[src/rtl/cache_fill_fsm.sv]
// cache_fill_fsm: cache miss block-fill engine between the I/D cache arrays
// and pipelined main memory.
//
// On a miss it issues one read per word of the block on consecutive cycles,
// writes each returned word into the data array, and writes the tag together
// with the last word. fsm_busy stalls the pipeline for the whole fill.
//
// Ports:
//   clk                 clock, rising edge
//   rst                 synchronous active-high reset
//   miss_detected       cache missed; held until fsm_busy falls
//   miss_address        byte address that missed
//   memory_data_valid   memory_data carries a returned word
//   memory_data         returned word, in request order
//   fsm_busy            fill in progress (pipeline stall)
//   memory_read         read request this cycle
//   memory_address      address of the read request
//   write_data_array    write cache_write_data this cycle
//   cache_write_address byte address of the word being written
//   cache_write_data    word being written (memory_data passthrough)
//   write_tag_array     write tag/valid for the block this cycle
//
// Optional build macro:
//   CRITICAL_WORD_FIRST_EN  requests and writes wrap around starting at the
//                           missed word instead of word 0.

module cache_fill_fsm #(
    parameter int ADDR_W      = 16,
    parameter int DATA_W      = 16,
    parameter int BLOCK_WORDS = 8
) (
    input  logic              clk,
    input  logic              rst,
    input  logic              miss_detected,
    input  logic [ADDR_W-1:0] miss_address,
    input  logic              memory_data_valid,
    input  logic [DATA_W-1:0] memory_data,
    output logic              fsm_busy,
    output logic              memory_read,
    output logic [ADDR_W-1:0] memory_address,
    output logic              write_data_array,
    output logic [ADDR_W-1:0] cache_write_address,
    output logic [DATA_W-1:0] cache_write_data,
    output logic              write_tag_array
);

    // Word index width, byte offset width inside a block, counter width.
    localparam int WIDX  = $clog2(BLOCK_WORDS);
    localparam int OFF_W = WIDX + 1;
    localparam int CNT_W = WIDX + 1;
    localparam int HI_W  = ADDR_W - OFF_W;

    localparam logic [CNT_W-1:0] CNT_LAST = CNT_W'(BLOCK_WORDS - 1);
    localparam logic [CNT_W-1:0] CNT_FULL = CNT_W'(BLOCK_WORDS);

    typedef enum logic {
        IDLE,
        FILL
    } state_t;

    state_t            state;
    state_t            state_next;

    // Only the block-number bits of the base are stored; the low offset
    // bits of an aligned base are always zero.
    logic [HI_W-1:0]   base_hi;
    logic [HI_W-1:0]   base_hi_next;
    logic [CNT_W-1:0]  tx_cnt;
    logic [CNT_W-1:0]  tx_cnt_next;
    logic [CNT_W-1:0]  rx_cnt;
    logic [CNT_W-1:0]  rx_cnt_next;

    logic [HI_W-1:0]   miss_hi;
    logic [WIDX-1:0]   first_word;
    logic [WIDX-1:0]   tx_word;
    logic [WIDX-1:0]   rx_word;

    assign miss_hi = miss_address[ADDR_W-1:OFF_W];

`ifdef CRITICAL_WORD_FIRST_EN
    logic [WIDX-1:0]   crit_w;
    logic [WIDX-1:0]   crit_w_next;

    // Index arithmetic is WIDX bits wide, so the wrap-around inside the
    // block is just natural truncation.
    assign first_word = miss_address[OFF_W-1:1];
    assign tx_word    = crit_w + tx_cnt[WIDX-1:0];
    assign rx_word    = crit_w + rx_cnt[WIDX-1:0];

    logic unused_bits;
    assign unused_bits = miss_address[0];
`else
    assign first_word = '0;
    assign tx_word    = tx_cnt[WIDX-1:0];
    assign rx_word    = rx_cnt[WIDX-1:0];

    logic unused_bits;
    assign unused_bits = ^miss_address[OFF_W-1:0];
`endif

    // Aligned base plus 2*index: concatenation, no carry out of the block.
    function automatic logic [ADDR_W-1:0] word_addr(
        input logic [HI_W-1:0] hi,
        input logic [WIDX-1:0] idx
    );
        return {hi, idx, 1'b0};
    endfunction

    always_comb begin
        state_next          = state;
        base_hi_next        = base_hi;
        tx_cnt_next         = tx_cnt;
        rx_cnt_next         = rx_cnt;
`ifdef CRITICAL_WORD_FIRST_EN
        crit_w_next         = crit_w;
`endif
        fsm_busy            = 1'b0;
        memory_read         = 1'b0;
        memory_address      = '0;
        write_data_array    = 1'b0;
        cache_write_address = '0;
        cache_write_data    = '0;
        write_tag_array     = 1'b0;

        // Reset wins over everything in its cycle, including a completing
        // return, so a reset never leaves a half-filled block tagged valid.
        if (!rst) begin
            unique case (state)
                IDLE: begin
                    if (miss_detected) begin
                        fsm_busy       = 1'b1;
                        memory_read    = 1'b1;
                        memory_address = word_addr(miss_hi, first_word);
                        base_hi_next   = miss_hi;
                        tx_cnt_next    = CNT_W'(1);
                        rx_cnt_next    = '0;
`ifdef CRITICAL_WORD_FIRST_EN
                        crit_w_next    = first_word;
`endif
                        state_next     = FILL;
                    end
                end

                FILL: begin
                    fsm_busy = 1'b1;

                    if (tx_cnt < CNT_FULL) begin
                        memory_read    = 1'b1;
                        memory_address = word_addr(base_hi, tx_word);
                        tx_cnt_next    = tx_cnt + CNT_W'(1);
                    end

                    if (memory_data_valid) begin
                        write_data_array    = 1'b1;
                        cache_write_address = word_addr(base_hi, rx_word);
                        cache_write_data    = memory_data;
                        rx_cnt_next         = rx_cnt + CNT_W'(1);
                        if (rx_cnt == CNT_LAST) begin
                            write_tag_array = 1'b1;
                            state_next      = IDLE;
                        end
                    end
                end
            endcase
        end
    end

    always_ff @(posedge clk) begin
        if (rst) begin
            state   <= IDLE;
            base_hi <= '0;
            tx_cnt  <= '0;
            rx_cnt  <= '0;
`ifdef CRITICAL_WORD_FIRST_EN
            crit_w  <= '0;
`endif
        end else begin
            state   <= state_next;
            base_hi <= base_hi_next;
            tx_cnt  <= tx_cnt_next;
            rx_cnt  <= rx_cnt_next;
`ifdef CRITICAL_WORD_FIRST_EN
            crit_w  <= crit_w_next;
`endif
        end
    end

endmodule

[config.mk]
export PLATFORM = sky130hd
export DESIGN_NAME = cache_fill_fsm
export DESIGN_NICKNAME = d
export VERILOG_FILES = /design/src/rtl/cache_fill_fsm.sv
export SDC_FILE = /design/constraint.sdc
export NUM_CORES = 1
export LEC_CHECK = 0
export ABC_AREA = 1
export CAP_MARGIN = 20
export CORE_MARGIN = 3
export CORE_UTILIZATION = 37
export DETAILED_ROUTE_END_ITERATION = 8
export HOLD_SLACK_MARGIN = 0.03
export PLACE_DENSITY = 0.93
export SLEW_MARGIN = 30
export SYNTH_ARGS = -nofsm -noshare
export SYNTH_HDL_FRONTEND = slang
export SYNTH_SLANG_ARGS = --single-unit
[constraint.sdc]
create_clock -name clk -period 1.5 [get_ports clk]
set_input_delay 0.225 -clock clk [delete_from_list [all_inputs] [get_ports clk]]
set_output_delay 0.225 -clock clk [all_outputs]
set_load 0.005 [all_outputs]
* After elaboration in Yosys (flattened, before gate mapping) *
Cells that the tools add are included.
Widths: inputs -> output; s select.

cells by class
  magnitude comparators = 1
  div/mod/pow operators = 0
  multipliers = 0
  bitwise operators = 1
  reduce and logical (&&, ||, !) cells = 3
  equality and inequality tests = 4
  shifts and indexed selects = 0
  mux-type cells = 32
  add/subtract/negate cells = 2

operators by type and width
  kind                 number
  $mux 16              9
  $pmux 16 s2          1
  $mux 4               4
  $pmux 4 s2           2
  $mux 1               13
  $add 4x1->4 const B  2
  $pmux 1 s2           3
  $reduce_and 2->1     3
  $eq 4x3->1 const B   1
  $lt 4x4->1 const B   1
  $ne 2x2->1 const B   2
  $ne 2x1->1 const B   1
  $not 1->1            1

word-level totals
  bits in writable memories = 0
  output and inout bits = 52
  bits of input ports = 36
  bits in read-only memories = 0
  register bits = 21
  bits in latches = 0
  memories = 0
  word-level logic and storage cells = 47

* Logic depth before layout (Yosys ltp) *
  depth after elaboration = 5
  mapped depth = 6

* Least setup slack after synthesis *
Ideal clock, no wire load.

  path kind = flip-flop to output port
  start = register state
  end = output memory_address[6]
  arrival = 932 ps
  buffers on the path = 1
  data required time = 1275 ps
  cell stages (with the launch flop) = 6
  setup slack = 343 ps
  cell sequence = dfxtp_1 nand2_2 inv_1 buf_6 nand2_1 a21oi_1

between the ends
  cells in the longest elaborated chain, start to end = 3

ends and longest elaborated chain
  item                        line  text
  start, declared             61    state_t state;
  start signal, assigned      178   state <= state_next;
  $not 1->1 (no source line)  n/a
  $pmux 16 s2 *               128   unique case (state)
  $mux 16 *                   127   if (!rst) begin
  end, declared               40    output logic [ADDR_W-1:0] memory_address,

Every way passes the cells marked *; elsewhere a longest branch is shown, timed or not.

* Final worst setup path *
  start = register state
  end = output cache_write_address[2]

between the ends
  cells in the longest elaborated chain, start to end = 2

ends and longest elaborated chain
  item           line  text
  $mux 16        128
  $mux 16        127
  end, declared  42    output logic [ADDR_W-1:0] cache_write_address,

No other way between the ends.

==> reports/metrics.cfg <==
[critical_path]
start_kind=flip-flop
r2r_slack_ns=0.10
crit_type=reg2out
regToRegEndpoint=tx_cnt[0]
cp.required_ns=1.27
critical_path.max_fanout=7
end_kind=output pin
critPathLaunch=state
cp-endpoint=cache_write_address[2]
r2r_cells=9
cp.arrival_ns=1.54
rr_startpoint=state

[clock_tree]
clkLatencyLatePin_ns=0.33
clock-sinks=21
clk_pin_slew_ns=0.14
cts-hold-fix-buffers=0
numCtsBuffers=3
cts-htree-levels=1
cts_tree=done
clockBufferDepth=2
root_buffer=clkbuf_4

[yosys]
netlist.area_leader.share=0.337
syn_avg_cell_area_sq_um=5.96
ys_seq_area_frac=0.337
synth_area_sq_um=1250
netlist_instances=209
synth_cell_types=19
yosysWarnings=0
yosys.area.top_type=dfxtp_1
synth-seq-cells=21
synth_area_leaders=dfxtp_1 34%, nor2_1 13%, inv_1 12%

[timing]
final-hold-violation-count=0
fin_ws_ns=-0.266
setup-violations-final=46
slew_viol_final=0
skew_ns=0.0144
whs_ns=0.497
post-route-period-util=1.18
setup-tns-final_ns=-7.42
layout_min_cycle_time_ns=1.77
rsz0062_at_grt=true
timing.fmax_mhz=566

[place]
dpl_cell_area_sq_um=2320
dpl_worst_slack_ns=-0.558
dp.cells=357
portBuffers=81
gp_congestion=0.813
post-dp-hpwl_microns=3560

[min_path]
hp-class=reg2reg

[die]
die_w_microns=64.0
rows=20
fp.coreArea_sq_um=3130
die_h_microns=64.0
start_util=0.398
ioPinCount=88
dieArea_sq_um=4100

[outcome]
violations=negative setup slack
status=finished with violations

[routing]
drtAntennaViolNets=0
num_vias=1966
dr.pass1.iters=4
drt_first_iter_violations=152
drc=0
vias_per_cell=5.20
drt-total-wl_microns=6490
wl_per_cell_microns=17.2

[grt]
antenna_found_initial=0
first_global_vias=2024
globalRoute.totalOverflow=0
grt_pass1_wl_microns=9320
grt_max_degree=26
gr-usage-all-layers=0.289

[final_layout]
finalNonFillerCells=378
area_growth_pct=107
antennaDiodeCount=0
nets=373
fin_area_sq_um=2580
drive_gt1_frac=0.530
fillers=185

[pwr]
leakagePower_nw=1.29
cellPowerDensity_nw_per_um2=549
peakVddDrop_mv=0.523

[job]
cap_violations=0

## flip-flops by register name, summed over array words and instances, names as in the netlist
| register | count |
|---|---|
| tx_cnt | 4 |
| base_hi | 12 |
| state | 1 |
| rx_cnt | 4 |
## cell usage after synthesis
library cell,n
nor2_1,44
a21oi_1,20
nand2_2,5
buf_1,1
inv_2,1
dfxtp_1,21
nand2_1,40
clkinv_1,1
o22ai_1,8
nor3_1,3
nor4_1,1
buf_2,5
buf_4,3
nand3_1,6
ha_1,2
buf_6,1
inv_1,41
conb_1,1
o21ai_0,5
## through the flow
step           power [mW]   util
2_1_floorplan       0.756      -
3_3_place_gp        0.980  0.741
3_5_place_dp        0.995  0.741
4_1_cts              1.33  0.760
5_1_grt              1.47  0.825
6_report             1.42  0.825
## worst min-delay path by stage
stage                                 from    endpoint  depth (start not counted)
after floorplan            miss_address[4]  base_hi[0]                          2
after global placement          base_hi[4]  base_hi[4]                          2
after detailed placement        base_hi[4]  base_hi[4]                          2
after CTS                 miss_address[11]  base_hi[7]                          3
after global routing      miss_address[11]  base_hi[7]                          3
final                           base_hi[2]  base_hi[2]                          2
## power breakdown
part           internal [mW]  switching [mW]  leakage [nW]
Clock                  0.100           0.201        0.0177
Sequential             0.586          0.0322         0.173
Combinational          0.255           0.243          1.10
## critical path, cell delays in order (launching register included)
cell and delay, ns:
dfxtp_4 0.46, nand2_4 0.08, inv_4 0.07, nand2_4 0.07, buf_12 0.14, buf_12 0.14, nor2_1 0.10, buf_2 0.13
## routing by layer
| layer | global-route usage | vias up | wire length [microns] |
|---|---|---|---|
| li1 | - | 885 | - |
| met1 | 0.280 | 921 | 2300 |
| met2 | 0.547 | 126 | 3330 |
| met3 | 0.0844 | 34 | 519 |
| met4 | 0.140 | 0 | 335 |
| met5 | 0 | - | 0 |
## final cells by class
class / count / area (sq um) / share of cell area
clock inverter: 1 / 5.00 / 0.00194
inverter: 43 / 169 / 0.0655
timing repair buffer: 130 / 1030 / 0.401
clock buffer: 3 / 22.5 / 0.00873
tap: 44 / 55.1 / 0.0213
sequential: 21 / 425 / 0.165
multi-input combinational: 136 / 870 / 0.337
## cells in the final DEF (no fill, tap or decap), drive strengths merged, types with 3 or more instances in the layout
master / count
nor3: 3
clkdlybuf4s50: 29
dlygate4sd2: 3
buf: 98
a21oi: 20
nand2: 45
nand3: 6
inv: 42
nor2: 44
clkbuf: 3
dfxtp: 21
o21ai: 5
o22ai: 8
## what timing repair did
action,in CTS,in global routing
gates resized for setup,260,47
cloned,1,0
pin swaps,15,9
endpoints found under the hold margin,0,0
buffers inserted,11,5
endpoints found under the setup margin,50,48
## logic make-up after synthesis
family,synth area share
flops,0.337
compound gates,0.141
fa+ha+maj,0.0201
other cells,0.00301
buf+inv,0.180
simple gates,0.319
No activity file was read; power rests on OpenSTA's default activity.
